==> config.mk <==
export PLATFORM = sky130hd
export DESIGN_NAME = button_reader
export DESIGN_NICKNAME = d
export VERILOG_FILES = /design/src/rtl/button_reader_pkg.sv /design/src/rtl/button_sync.sv /design/src/rtl/button_reader.sv
export SDC_FILE = /design/constraint.sdc
export NUM_CORES = 1
export LEC_CHECK = 0
export ABC_AREA = 0
export CAP_MARGIN = 0
export CORE_ASPECT_RATIO = 1.5
export CORE_MARGIN = 8
export CORE_UTILIZATION = 55
export CTS_BUF_LIST = sky130_fd_sc_hd__clkbuf_8
export DETAILED_ROUTE_END_ITERATION = 8
export PLACE_DENSITY = 0.74
export SYNTH_ARGS = -nofsm -noshare
export SYNTH_HDL_FRONTEND = slang
export SYNTH_HIERARCHICAL = 1
export SYNTH_SLANG_ARGS = --single-unit
==> constraint.sdc <==
create_clock -name clk -period 2.8 [get_ports clk]
set_input_delay 0.28 -clock clk [delete_from_list [all_inputs] [get_ports clk]]
set_output_delay 0.28 -clock clk [all_outputs]
set_load 0.005 [all_outputs]
==> src/rtl/button_reader_pkg.sv <==
// rtl/button_reader_pkg.sv - shared state type and time conversion for the push-button reader
//
// Purpose: FSM state encoding and the millisecond-to-clock-cycle helper
// used to size the debounce and long-press counters.
// Ports: none (package).

package button_reader_pkg;

    typedef enum logic [1:0] {
        IDLE      = 2'd0,
        PRESSED   = 2'd1,
        LONG_HELD = 2'd2
    } state_t;

    function automatic int ms_to_cycles(input int clk_freq, input int ms);
        return (clk_freq / 1000) * ms;
    endfunction

endpackage

==> src/rtl/button_sync.sv <==
// rtl/button_sync.sv - two-flop synchronizer with polarity normalization
//
// Purpose: brings the asynchronous button pin into the clk domain and
// presents it as s, where 1 always means "pressed".
// Ports:
//   clk      in   system clock
//   rst      in   synchronous active-high reset
//   btn_raw  in   asynchronous button pin
//   s        out  synchronized, normalized level (1 = pressed)

module button_sync #(
    parameter bit ACTIVE_LOW = 1'b1
) (
    input  logic clk,
    input  logic rst,
    input  logic btn_raw,
    output logic s
);

    logic sync_a;
    logic sync_b;

    // Both flops reset to the raw pin level that means "not pressed".
    always_ff @(posedge clk) begin
        if (rst) begin
            sync_a <= ACTIVE_LOW;
            sync_b <= ACTIVE_LOW;
        end else begin
            sync_a <= btn_raw;
            sync_b <= sync_a;
        end
    end

    assign s = sync_b ^ ACTIVE_LOW;

endmodule

==> src/rtl/button_reader.sv <==
// rtl/button_reader.sv - debounced push-button reader with press/release/long-press pulses
//
// Purpose: synchronizes and debounces a mechanical button, then emits a
// clean level plus one-cycle press, release and long-press events.
// Ports:
//   clk            in   system clock
//   rst            in   synchronous active-high reset
//   btn_raw        in   asynchronous button pin
//   pressed        out  debounced level, 1 = held
//   press_pulse    out  one cycle on debounced press
//   release_pulse  out  one cycle on debounced release
//   long_pulse     out  one cycle once a press has been held L cycles

module button_reader
    import button_reader_pkg::*;
#(
    parameter int CLK_FREQ    = 100_000_000,
    parameter int DEBOUNCE_MS = 10,
    parameter int LONG_MS     = 1000,
    parameter bit ACTIVE_LOW  = 1'b1
) (
    input  logic clk,
    input  logic rst,
    input  logic btn_raw,
    output logic pressed,
    output logic press_pulse,
    output logic release_pulse,
    output logic long_pulse
);

    localparam int D  = ms_to_cycles(CLK_FREQ, DEBOUNCE_MS);
    localparam int L  = ms_to_cycles(CLK_FREQ, LONG_MS);
    localparam int CW = (D < 1) ? 1 : $clog2(D + 1);
    localparam int HW = (L < 1) ? 1 : $clog2(L + 1);

    localparam logic [CW-1:0] DB_LAST   = CW'(D - 1);
    localparam logic [HW-1:0] HOLD_LAST = HW'(L - 1);
    localparam logic [HW-1:0] HOLD_MAX  = HW'(L);

    if (D < 1) begin : g_bad_debounce
        $error("button_reader: debounce time is shorter than one clock cycle");
    end
    if (L < 1) begin : g_bad_long
        $error("button_reader: long-press time is shorter than one clock cycle");
    end

    logic          s;
    logic [CW-1:0] db_cnt;
    logic [HW-1:0] hold_cnt;
    logic          db_done;
    logic          db_rise;
    logic          db_fall;
    state_t        state_q;
    state_t        state_d;
    logic          press_d;
    logic          release_d;
    logic          long_d;

    button_sync #(
        .ACTIVE_LOW (ACTIVE_LOW)
    ) u_sync (
        .clk     (clk),
        .rst     (rst),
        .btn_raw (btn_raw),
        .s       (s)
    );

    // The debounced level flips on the D-th consecutive edge that sees s
    // disagree with it; any agreeing edge in between restarts the count.
    assign db_done = (s != pressed) && (db_cnt == DB_LAST);
    assign db_rise = db_done && s;
    assign db_fall = db_done && !s;

    always_ff @(posedge clk) begin
        if (rst) begin
            pressed <= 1'b0;
            db_cnt  <= '0;
        end else if (s == pressed) begin
            db_cnt  <= '0;
        end else if (db_cnt == DB_LAST) begin
            pressed <= s;
            db_cnt  <= '0;
        end else begin
            db_cnt  <= db_cnt + CW'(1);
        end
    end

    // Release is checked before the long-press condition so that a release
    // landing on the long-press edge wins and no long pulse is produced.
    always_comb begin
        state_d   = state_q;
        press_d   = 1'b0;
        release_d = 1'b0;
        long_d    = 1'b0;
        case (state_q)
            IDLE: begin
                if (db_rise) begin
                    state_d = PRESSED;
                    press_d = 1'b1;
                end
            end
            PRESSED: begin
                if (db_fall) begin
                    state_d   = IDLE;
                    release_d = 1'b1;
                end else if (hold_cnt == HOLD_LAST) begin
                    state_d = LONG_HELD;
                    long_d  = 1'b1;
                end
            end
            LONG_HELD: begin
                if (db_fall) begin
                    state_d   = IDLE;
                    release_d = 1'b1;
                end
            end
            default: state_d = IDLE;
        endcase
    end

    always_ff @(posedge clk) begin
        if (rst) begin
            state_q       <= IDLE;
            press_pulse   <= 1'b0;
            release_pulse <= 1'b0;
            long_pulse    <= 1'b0;
        end else begin
            state_q       <= state_d;
            press_pulse   <= press_d;
            release_pulse <= release_d;
            long_pulse    <= long_d;
        end
    end

    // Hold counter starts from zero on the press edge and saturates so a
    // button held indefinitely can never wrap into a second long pulse.
    always_ff @(posedge clk) begin
        if (rst) begin
            hold_cnt <= '0;
        end else if (press_d) begin
            hold_cnt <= '0;
        end else if (state_q == PRESSED && hold_cnt != HOLD_MAX) begin
            hold_cnt <= hold_cnt + HW'(1);
        end
    end

endmodule

=== Word-level counts from Yosys, hierarchy flattened ===
Cells that the tools add are included.

* Word-level logic and storage cells: 46
* Input bits: 3
* Bits in registers: 55

* Bitwise logic cells: 4
* Eq/ne operators: 10
* Add/sub/neg operators: 2
* Multiplexer cells: 9
* Reduce and logical (&&, ||, !) cells: 12

{| class="wikitable"
|+ Operators by type and width
! operator !! number
|-
| adder 27 x 1 -> 27 bit, second input constant || 1
|-
| == test 27 bit, second input constant || 1
|-
| inequality test 27 bit, second input constant || 1
|-
| adder 20 x 1 -> 20 bit, second input constant || 1
|-
| == test 20 bit, second input constant || 1
|-
| 2-to-1 mux 2 bit || 4
|-
| one-hot mux 2 bit (3 select lines) || 1
|-
| OR reduction 2 bit || 3
|-
| OR reduction 3 bit || 2
|-
| logical AND 1 bit || 4
|-
| 2-to-1 mux 1 bit || 4
|-
| inequality test 2 bit, second input constant || 2
|-
| inverter 1 bit || 4
|-
| inequality test 3 bit, second input constant || 1
|-
| AND reduction 3 bit || 1
|-
| == test 2 x 1 -> 1 bit, second input constant || 1
|-
| == test 2 bit, second input constant || 1
|-
| logical NOT 2 bit || 1
|-
| AND reduction 2 bit || 1
|-
| == test 1 bit || 1
|-
| inequality test 1 bit || 1
|}

=== Depth between registers and ports, before layout ===
* Depth after elaboration: 7
* Gate-level depth with buffers: 10
* Mapped depth without buffers: 8

=== By module ===
The synthesis kept the hierarchy.

{| class="wikitable"
|+ By module, submodules not included
! module !! area an instance (um^2) !! times used !! cells each
|-
| button_reader || 2582.5 || 1 || 297
|-
| button_sync || 56.3 || 1 || 5
|}

=== Worst setup path after synthesis ===
Ideal clock, no wire load.

* Kind: register -> register
* Start: reg db_cnt[0]
* End: reg hold_cnt[16]
* Path buffers: 3
* Arrival: 1728 ps
* Library setup time: 115 ps
* Setup slack: 957 ps
* Required time: 2685 ps
* Clock period less this slack: 1843 ps
* Cell stages (with the launch flop): 11
* Cell sequence: dfxtp_1 ha_1 and4_1 and2_1 buf_2 and4b_1 nand2_1 nand2b_1 buf_2 buf_4 nor2_1

* Longest elaborated chain between the ends: 6

{| class="wikitable"
|+ Ends and longest elaborated chain
! element !! RTL line !! text
|-
| from (decl) || button_reader.sv:48 || <nowiki>logic [CW-1:0] db_cnt;</nowiki>
|-
| from (signal assigned) || button_reader.sv:84 || <nowiki>db_cnt <= db_cnt + CW'(1);</nowiki>
|-
| == test 20 bit || button_reader.sv:70 || <nowiki>assign db_done = (s != pressed) && (db_cnt == DB_LAST);</nowiki>
|-
| logical AND 1 bit || button_reader.sv:70 ||
|-
| logical AND 1 bit || button_reader.sv:71 || <nowiki>assign db_rise = db_done && s;</nowiki>
|-
| 2-to-1 mux 1 bit || button_reader.sv:97 || <nowiki>if (db_rise) begin</nowiki>
|-
| 2-to-1 mux 1 bit || button_reader.sv:95 || <nowiki>case (state_q)</nowiki>
|-
| OR reduction 2 bit (no line) || n/a ||
|-
| to (signal assigned) || button_reader.sv:143 || <nowiki>hold_cnt <= hold_cnt + HW'(1);</nowiki>
|-
| to (decl) || button_reader.sv:49 || <nowiki>logic [HW-1:0] hold_cnt;</nowiki>
|}

Every way passes these cells.
A chain may end at the register's enable or synchronous reset.

=== Final worst setup path ===
* Start: reg hold_cnt[20]
* End: reg hold_cnt[4]

* Longest elaborated chain between the ends: 2

{| class="wikitable"
|+ Ends and longest elaborated chain
! element !! RTL line !! text
|-
| inequality test 27 bit || button_reader.sv:142 || <nowiki>end else if (state_q == PRESSED && hold_cnt != HOLD_MAX) begin</nowiki>
|-
| logical AND 1 bit || button_reader.sv:142 ||
|}

Every way passes these cells.

==> flow_metrics.env <==
export IMPL_dieWidth_um=72.6
export IMPL_reg2regPathDepth=6
export IMPL_crit_required_ps=3000
export IMPL_fin_tns_setup_ps=0
export IMPL_final_period_utilization_pct=76.2
export IMPL_worstMarginPinSlew_ps=757
export IMPL_final_hold_violation_count=0
export IMPL_syn_to_final_growth_pct=6.64
export IMPL_power_mw=1.23
export IMPL_crit_fanout=13
export IMPL_pre_cts_ws_ps=651
export IMPL_use_met2_pct=25.9
export IMPL_grtUsageTotal_pct=14.2
export IMPL_clk_pin_slew_ps=100
export IMPL_numPortBuffers=6
export IMPL_rsz0062_at_grt="false"
export IMPL_maxCapViolations=0
export IMPL_dp_cells=366
export IMPL_drt_iter0_markers=73
export IMPL_ir_worst_vdd_mv=0.307
export IMPL_clock_path_buffers=2
export IMPL_slew_headroom_pct=49.1
export IMPL_synth_edf_count=0
export IMPL_fin_skew_ps=4.61
export IMPL_fill_cells=428
export IMPL_cts_sinks=55
export IMPL_utilization_pct=59.5
export IMPL_worstSetupEndpointType="flip-flop"
export IMPL_cts_resized=0
export IMPL_synth_async_sr_flop_share_pct=0
export IMPL_antenna_left=0
export IMPL_synthTopCellsByArea="dfxtp_1 42%, xnor2_1 9.0%, nor2_1 8.4%"
export IMPL_crit_path_start_kind="flip-flop"
export IMPL_start_util_pct=55.8
export IMPL_post_cts_buffers=0
export IMPL_worst_slack_ps=665
export IMPL_met3_usage_pct=2.79
export IMPL_antennaDiodeCount=0
export IMPL_drv_slew=0
export IMPL_hp_class="reg -> reg"
export IMPL_cts_hold_buffers=0
export IMPL_grt_pass1_vias=2011
export IMPL_gp_congestion=0.772
export IMPL_cts_root_buf="clkbuf_8"
export IMPL_ios=7
export IMPL_rows=31
export IMPL_antenna_found_initial=0
export IMPL_dr_total_vias=1992
export IMPL_post_route_min_period_ps=2130
export IMPL_synth_cell_types=43
export IMPL_core_area_sq_um=4730
export IMPL_power_density_nw_per_um2=436
export IMPL_insertion_delay_ps=310
export IMPL_dieArea_sq_um=7320
export IMPL_yosys_cell_count_top_type="nor2_1"
export IMPL_yosysSeqAreaShare_pct=41.7
export IMPL_avgSynthCellArea_sq_um=8.74
export IMPL_dieHeight_um=101
export IMPL_finalNonFillerCells=374
export IMPL_post_route_drc_count=0
export IMPL_whs_path_depth=1
export IMPL_status="finished clean"
export IMPL_post_drt_via_cell_ratio=5.33
export IMPL_htreeDepth=2
export IMPL_synth_common_cells="59 x nor2_1, 55 x dfxtp_1, 27 x xnor2_1"
export IMPL_worstSetupPathType="reg -> reg"
export IMPL_yosys_warnings=6
export IMPL_routed_wl_um=4680
export IMPL_syn_nets=311
export IMPL_p_leak_nw=0.935
export IMPL_timing_fmax_ghz=0.468
export IMPL_grt_pass1_wl_um=8360
export IMPL_busiest_layer="met2"
export IMPL_synth_cell_area_sq_um=2640
export IMPL_cts_buffers=5
export IMPL_grt_max_degree=28
export IMPL_synth_flop_cell="dfxtp_1"
export IMPL_grt_overflow_total=0
export IMPL_use_met1_pct=14.0
export IMPL_ys_ff_latch=55
export IMPL_dr_pass1_iters=4
export IMPL_yosys_area_top_type_share_pct=41.7
export IMPL_hpwl_um=3390
export IMPL_cts_tree="yes"
export IMPL_drive_gt1_share_pct=6.17
export IMPL_syn_inst=302
export IMPL_synth_top_cell_by_area="dfxtp_1"
export IMPL_fin_nets=316
export IMPL_wl_per_cell_um=12.5
export IMPL_cp_arrival_ps=2340
export IMPL_finalSetupViolations=0
-- logic make-up after synthesis --
family	synth area share [%]
simple gates	32.6
flops	41.7
xor+xnor	14.6
buf+inv	4.22
compound gates	3.60
fa+ha+maj	2.84
mux	0.379
-- per-stage QoR --
step / hold slack [ps] / cell area (sq um)
floorplan: 377 / 2640
global placement: 393 / 2730
detailed placement: 396 / 2730
CTS: 420 / 2810
global route: 441 / 2810
finish: 420 / 2810
-- worst max-delay path, stage by stage (launching register included) --
cell     delay (ps)
dfxtp_1         400
nand3_1         130
or3_4           390
o41ai_4         710
or3_1           210
xor2_1          140
nor2_1           50
-- registers in the layout, indices dropped and copies added, names as in the netlist --
name           cells
hold_cnt          27
pressed            1
u_sync/sync_a      1
release_pulse      1
u_sync/sync_b      1
long_pulse         1
state_q            2
db_cnt            20
press_pulse        1
-- layer usage --
metal	routed length [um]	vias up
met3	102	12
met5	0	-
met1	2000	935
met2	2400	21
met4	167	0
li1	-	1024
-- layout make-up --
type                       count  area (sq um)  area share (%)
clock inverter                 3          15.0           0.534
timing repair buffer           8          75.1            2.67
clock buffer                   5          68.8            2.45
sequential                    55          1100            39.1
multi-input combinational    225          1430            50.7
inverter                      12          45.0            1.60
tap                           66          82.6            2.93
-- final timing paths --
path | end | slack, ps | start
max | hold_cnt[4] | 670 | hold_cnt[20]
min | u_sync/sync_b | 420 | u_sync/sync_a
max reg2reg | hold_cnt[4] | 670 | hold_cnt[20]
min reg2reg | u_sync/sync_b | 420 | u_sync/sync_a
-- power breakdown --
part           total, mW  internal (mW)  switching (mW)
Clock              0.426          0.172           0.254
Combinational     0.0171        0.00532          0.0118
Sequential         0.784          0.783        0.000622
Total               1.23          0.961           0.266
-- placed cells by master (no fill, tap or decap), types with 8 or more instances in the layout --
| cell type | n |
|---|---|
| nor2_1 | 59 |
| inv_1 | 12 |
| nor3_1 | 11 |
| nand3_1 | 13 |
| xnor2_1 | 27 |
| xor2_1 | 17 |
| dfxtp_1 | 55 |
| nand2_1 | 23 |
| nand4_1 | 8 |
Note: power is estimated with default switching activity, not from simulation.
==> RTL edit 1 (same settings) <==
`CLK_FREQ`: 100_000_000 -> 50_000_000.
--- a/src/rtl/button_reader.sv
+++ b/src/rtl/button_reader.sv
@@ -14,7 +14,7 @@
 module button_reader
     import button_reader_pkg::*;
 #(
-    parameter int CLK_FREQ    = 100_000_000,
+    parameter int CLK_FREQ    = 50_000_000,
     parameter int DEBOUNCE_MS = 10,
     parameter int LONG_MS     = 1000,
     parameter bit ACTIVE_LOW  = 1'b1
Function: same outputs for any inputs over 10 cycles, from zero or initial values and one cycle with rst high; that may be too few to reach the edited logic, so the function may still have changed.
==> RTL edit 1 against the original RTL <==
  * Clock power fell by 3%
  * Wire length is 0.19% higher
  * Highest routed layer unchanged
  * Die area is 1.8% lower
  * Total power fell by 3.3%
  * Sequential cell count decreased by 2
  * Worst setup slack better by 0.0021 ns
  * Synthesized area fell by 2.2%
  * Largest cell class unchanged
  * Count of clock-buffer cells in the layout did not move
  * Clock skew about the same
  * Sequential share of layout area decreased by 0.32 points
  * Final area decreased by 2.8%
  * Combinational power increased by 8%
==> RTL edit 1: results (changes against the original RTL) <==
[drt]
met2_length_mm = 2.528  ; was 2.403 mm
wl_met3_um = 94  ; was 102 µm
vias_per_cell = 5.572  ; was 5.326
finalWirelength_mm = 4.685  ; was 4.676 mm
met1_length_mm = 1.978  ; was 2.003 mm
first_iter_violations = 64  ; was 73

[synthesis]
synth_compound_gate_area_share = 0.03249  ; was 0.03604
synth_xor_area_frac = 0.1426  ; was 0.1460
synth-seq-area-share = 0.4113  ; was 0.4173
synth_top_area_frac = 0.4113  ; was 0.4173
synth_nets = 299  ; was 311
synthTopCellsByArea = dfxtp_1 (41%), nor2_1 (8.1%), xnor2_1 (7.1%)  ; was dfxtp_1 (42%), xnor2_1 (9.0%), nor2_1 (8.4%)
synthMuxAreaShare = 0.007759  ; was 0.003793

[place]
placed_cells = 338  ; was 366
place_congestion = 0.8142  ; was 0.7716
dpl.hpwl_mm = 3.470  ; was 3.392 mm

[global_route]
grt_use_met2 = 0.2704  ; was 0.2593
grt.total_usage = 0.1436  ; was 0.1415
grt_start_max_net_pins = 27  ; was 28
grt_pass1_wl_mm = 8.438  ; was 8.355 mm
use_met3 = 0.03094  ; was 0.02789

[layout]
nets = 306  ; was 316
n_fill_cell = 425  ; was 428
final_cells = 346  ; was 374

[timing]
finClkSkew_ns = 0.005064  ; was 0.004613 ns
timing_worst_slew_pin_value_ns = 0.7236  ; was 0.7574 ns

[worst_setup_path]
critPathMaxFanout = 5  ; was 13
cpPeakStageDelay_ns = 0.53  ; was 0.71 ns
r2r_start = hold_cnt[1]  ; was hold_cnt[20]
cpMaxStageDelayCell = or4b_1  ; was o41ai_4
r2r_slack_ns = 0.67  ; about the same

[power]
leakagePower_nw = 0.9563  ; was 0.9350 nW
peakVddDrop_v = 0.0002228  ; was 0.0003073 V

[run_status]
status = finished, final reports clean  ; unchanged

==> RTL edit 1: cell count changes after synthesis, sizes merged, moves of 4 or more <==
cell and delta:
and3 +7, buf -4, inv -4, nand3 +5, nor2b -4, or3 -4, xnor2 -6, xor2 +4
==> RTL edit 1: metrics by stage <==
stage	area, µm²	hold slack (ns)
after global placement	2651	0.3974
after CTS	2734	0.4122
after detailed placement	2651	0.3911
after floorplan	2580	0.3771
after global routing	2734	0.4691
final	2734	0.4121
==> RTL edit 1: cells by family (layout without fill, tap and decap cells) <==
family / count (synthesis) / count (layout)
simple gates: 163 / 163
flops: 53 / 53
xor+xnor: 42 / 42
buf+inv: 14 / 22
compound gates: 10 / 10
fa+ha+maj: 6 / 6
mux: 2 / 2
==> RTL edit 1: worst max path at each step <==
stage	from	to	slack [ns]
global placement	hold_cnt[1]	state_q[1]	0.70
CTS	hold_cnt[1]	state_q[1]	0.65
finish	hold_cnt[1]	state_q[1]	0.67
floorplan	hold_cnt[1]	state_q[1]	0.86
detailed placement	hold_cnt[1]	state_q[1]	0.67
global route	db_cnt[8]	hold_cnt[5]	0.54
==> RTL edit 1: area by class of cell <==
type,count,share of cell area
clock inverters,3,0.005034
multi-input cells,223,0.5268
flip-flops and latches,53,0.3881
well taps,48,0.02197
clock buffers,5,0.02517
repair buffers,6,0.02197
inverters,8,0.01098
==> RTL edit 1: critical path, delay by kind of cell (launching register included) <==
kind / cells / cell delay (ns)
compound gates: 2 / 0.68
fa+ha+maj: 1 / 0.21
flops: 1 / 0.39
simple gates: 3 / 0.74
==> RTL edit 1: where the power goes <==
part	switching, mW	internal (mW)
logic	0.0123	0.00618
registers	0.000684	0.755
clock network	0.243	0.170
total	0.256	0.931
==> RTL edit 2 (same settings) <==
Made on the original files. Put one more register stage on the output `pressed`. The value now appears one clock later. The other outputs are not delayed to match.
--- a/src/rtl/button_reader.sv
+++ b/src/rtl/button_reader.sv
@@ -37,6 +37,8 @@
     localparam logic [HW-1:0] HOLD_LAST = HW'(L - 1);
     localparam logic [HW-1:0] HOLD_MAX  = HW'(L);
 
+    logic pressed_s0;
+
     if (D < 1) begin : g_bad_debounce
         $error("button_reader: debounce time is shorter than one clock cycle");
     end
@@ -67,18 +69,18 @@
 
     // The debounced level flips on the D-th consecutive edge that sees s
     // disagree with it; any agreeing edge in between restarts the count.
-    assign db_done = (s != pressed) && (db_cnt == DB_LAST);
+    assign db_done = (s != pressed_s0) && (db_cnt == DB_LAST);
     assign db_rise = db_done && s;
     assign db_fall = db_done && !s;
 
     always_ff @(posedge clk) begin
         if (rst) begin
-            pressed <= 1'b0;
+            pressed_s0 <= 1'b0;
             db_cnt  <= '0;
-        end else if (s == pressed) begin
+        end else if (s == pressed_s0) begin
             db_cnt  <= '0;
         end else if (db_cnt == DB_LAST) begin
-            pressed <= s;
+            pressed_s0 <= s;
             db_cnt  <= '0;
         end else begin
             db_cnt  <= db_cnt + CW'(1);
@@ -144,5 +146,9 @@
         end
     end
 
+    always_ff @(posedge clk) begin
+        pressed <= pressed_s0;
+    end
+
 endmodule
 
Check against the original RTL: no difference found for any inputs over 10 cycles, from zero or initial values and one cycle with rst high; that may be too few to reach the edited logic, so the function may still have changed.
==> RTL edit 2 against the original RTL <==
  * Via count rose by 0.70%
  * Synthesized area grew 0.76%
  * Worst setup slack lost 0.065 ns
  * Total power rose by 3.3%
  * Final area is 1.0% higher
  * Die area rose by 0.61%
  * Clock power increased by 6.1%
  * Wire length fell by 2.7%
  * Sequential cell count grew 1
  * Largest cell class unchanged
  * Highest routed layer unchanged
==> RTL edit 2: results (changes against the original RTL) <==
[run_status]
status = finished, final reports clean  ; unchanged

[drt]
finalWirelength_mm = 4.549  ; was 4.676 mm
first_iter_violations = 112  ; was 73
wl_per_cell_um = 12.13  ; was 12.50 µm
drtPass1Iterations = 4  ; unchanged
vias = 2006  ; was 1992

[hold_path]
holdPathEnd = u_sync/sync_b  ; unchanged
hold_start = u_sync/sync_a  ; unchanged
min_path_cells = 1  ; unchanged
hp-class = register to register  ; unchanged

[place]
place.port_buffers = 6  ; unchanged
place_congestion = 0.7796  ; was 0.7716
dpl.hpwl_mm = 3.273  ; was 3.392 mm
post-place-ws_ns = 0.5949  ; was 0.6511 ns
place_area_um2 = 2750  ; was 2730 µm²
placed_cells = 367  ; was 366

[synthesis]
synth-seq-area-share = 0.4216  ; was 0.4173
ys.flop_type = dfxtp_1  ; unchanged
synthTopCellsByCount = nor2_1 (59), dfxtp_1 (56), xnor2_1 (27)  ; was nor2_1 (59), dfxtp_1 (55), xnor2_1 (27)
synthTopCellsByArea = dfxtp_1 (42%), xnor2_1 (8.9%), nor2_1 (8.3%)  ; was dfxtp_1 (42%), xnor2_1 (9.0%), nor2_1 (8.4%)
yosysUniqueCellTypes = 43  ; unchanged
synth_nets = 312  ; was 311
synthArstFlopShare = 0  ; unchanged
yosysWarnings = 6  ; unchanged
synthCells = 303  ; was 302

[global_route]
grt_pass1_vias = 2019  ; was 2011
grt_pass1_wl_mm = 8.286  ; was 8.355 mm
grt.total_usage = 0.1390  ; was 0.1415
grt_start_max_net_pins = 28  ; unchanged

[clocking]
numCtsBuffers = 5  ; unchanged
clockBufferDepth = 2  ; unchanged
htree_levels = 2  ; unchanged
clockRootBuffer = clkbuf_8  ; unchanged
insertion_delay_ns = 0.31  ; about the same
cts_resized = 0  ; unchanged
clk_pin_slew_ns = 0.10  ; about the same
postCtsSetupBuffers = 0  ; unchanged

[layout]
nets = 317  ; was 316
diodes = 0  ; unchanged
layout-drive-gt1-share = 0.06149  ; was 0.06169
largestRegisters = hold_cnt: 27 flops, db_cnt: 20 flops, state_q: 2 flops  ; unchanged

[timing]
finClkSkew_ns = 0.006018  ; was 0.004613 ns
hold_slack_ns = 0.4231  ; was 0.4201 ns
max_slew_margin = 0.4933  ; was 0.4912

[worst_setup_path]
critical_path_arrival_ns = 2.40  ; was 2.34 ns
r2r_end = hold_cnt[4]  ; unchanged
ff2ff_path_depth = 6  ; unchanged
r2r_slack_ns = 0.60  ; was 0.67 ns
r2r_start = hold_cnt[20]  ; unchanged

[power]
leakagePower_nw = 0.9463  ; was 0.9350 nW
peakVddDrop_v = 0.0003026  ; was 0.0003073 V

## RTL edit 2: cells by family after synthesis
| group | count (synthesis) | synth area share |
|---|---|---|
| AOI/OAI and AO/OA | 11 | 0.03577 |
| xor gates and xnor gates | 44 | 0.1449 |
| adders and majority gates | 6 | 0.02823 |
| buffers and inverters | 22 | 0.04188 |
| DFF | 56 | 0.4216 |
| muxes | 1 | 0.003765 |
| and+or+nand+nor | 163 | 0.3238 |
## RTL edit 2: area by class of cell
cell class	instances	area, µm²
fillers	454	1889
well taps	66	82.58
flip-flops and latches	56	1121
clock buffers	6	82.58
repair buffers	8	75.07
clock inverters	2	10.01
multi-input cells	225	1426
inverters	12	45.04
## RTL edit 2: worst max-delay path, cell delays in order (launching register included)
cell and delay (ns):
dfxtp_1 0.41, nand3_1 0.14, or3_4 0.39, o41ai_4 0.72, or3_1 0.22, xor2_1 0.14
nor2_1 0.05
## RTL edit 2: how the worst max path moves through the flow
stage	start	endpoint	slack [ns]
finish	hold_cnt[20]	hold_cnt[4]	0.60
global route	hold_cnt[4]	hold_cnt[9]	0.40
CTS	hold_cnt[20]	hold_cnt[4]	0.59
detailed placement	hold_cnt[4]	hold_cnt[4]	0.59
global placement	hold_cnt[4]	hold_cnt[4]	0.59
floorplan	db_cnt[0]	hold_cnt[16]	0.96
## RTL edit 2: power breakdown
group | internal [mW] | total (mW) | switching (mW)
Sequential | 0.797 | 0.798 | 0.000716
Combinational | 0.00531 | 0.0173 | 0.0120
Clock | 0.198 | 0.452 | 0.254
Total | 1.00 | 1.27 | 0.267
## RTL edit 2: layer usage
layer | vias up | track usage | wire length, µm
met5 | - | 0 | 0
met4 | 0 | 0.07276 | 116
met3 | 10 | 0.03072 | 88
met2 | 16 | 0.2586 | 2408
met1 | 953 | 0.1378 | 1936
li1 | 1027 | - | -
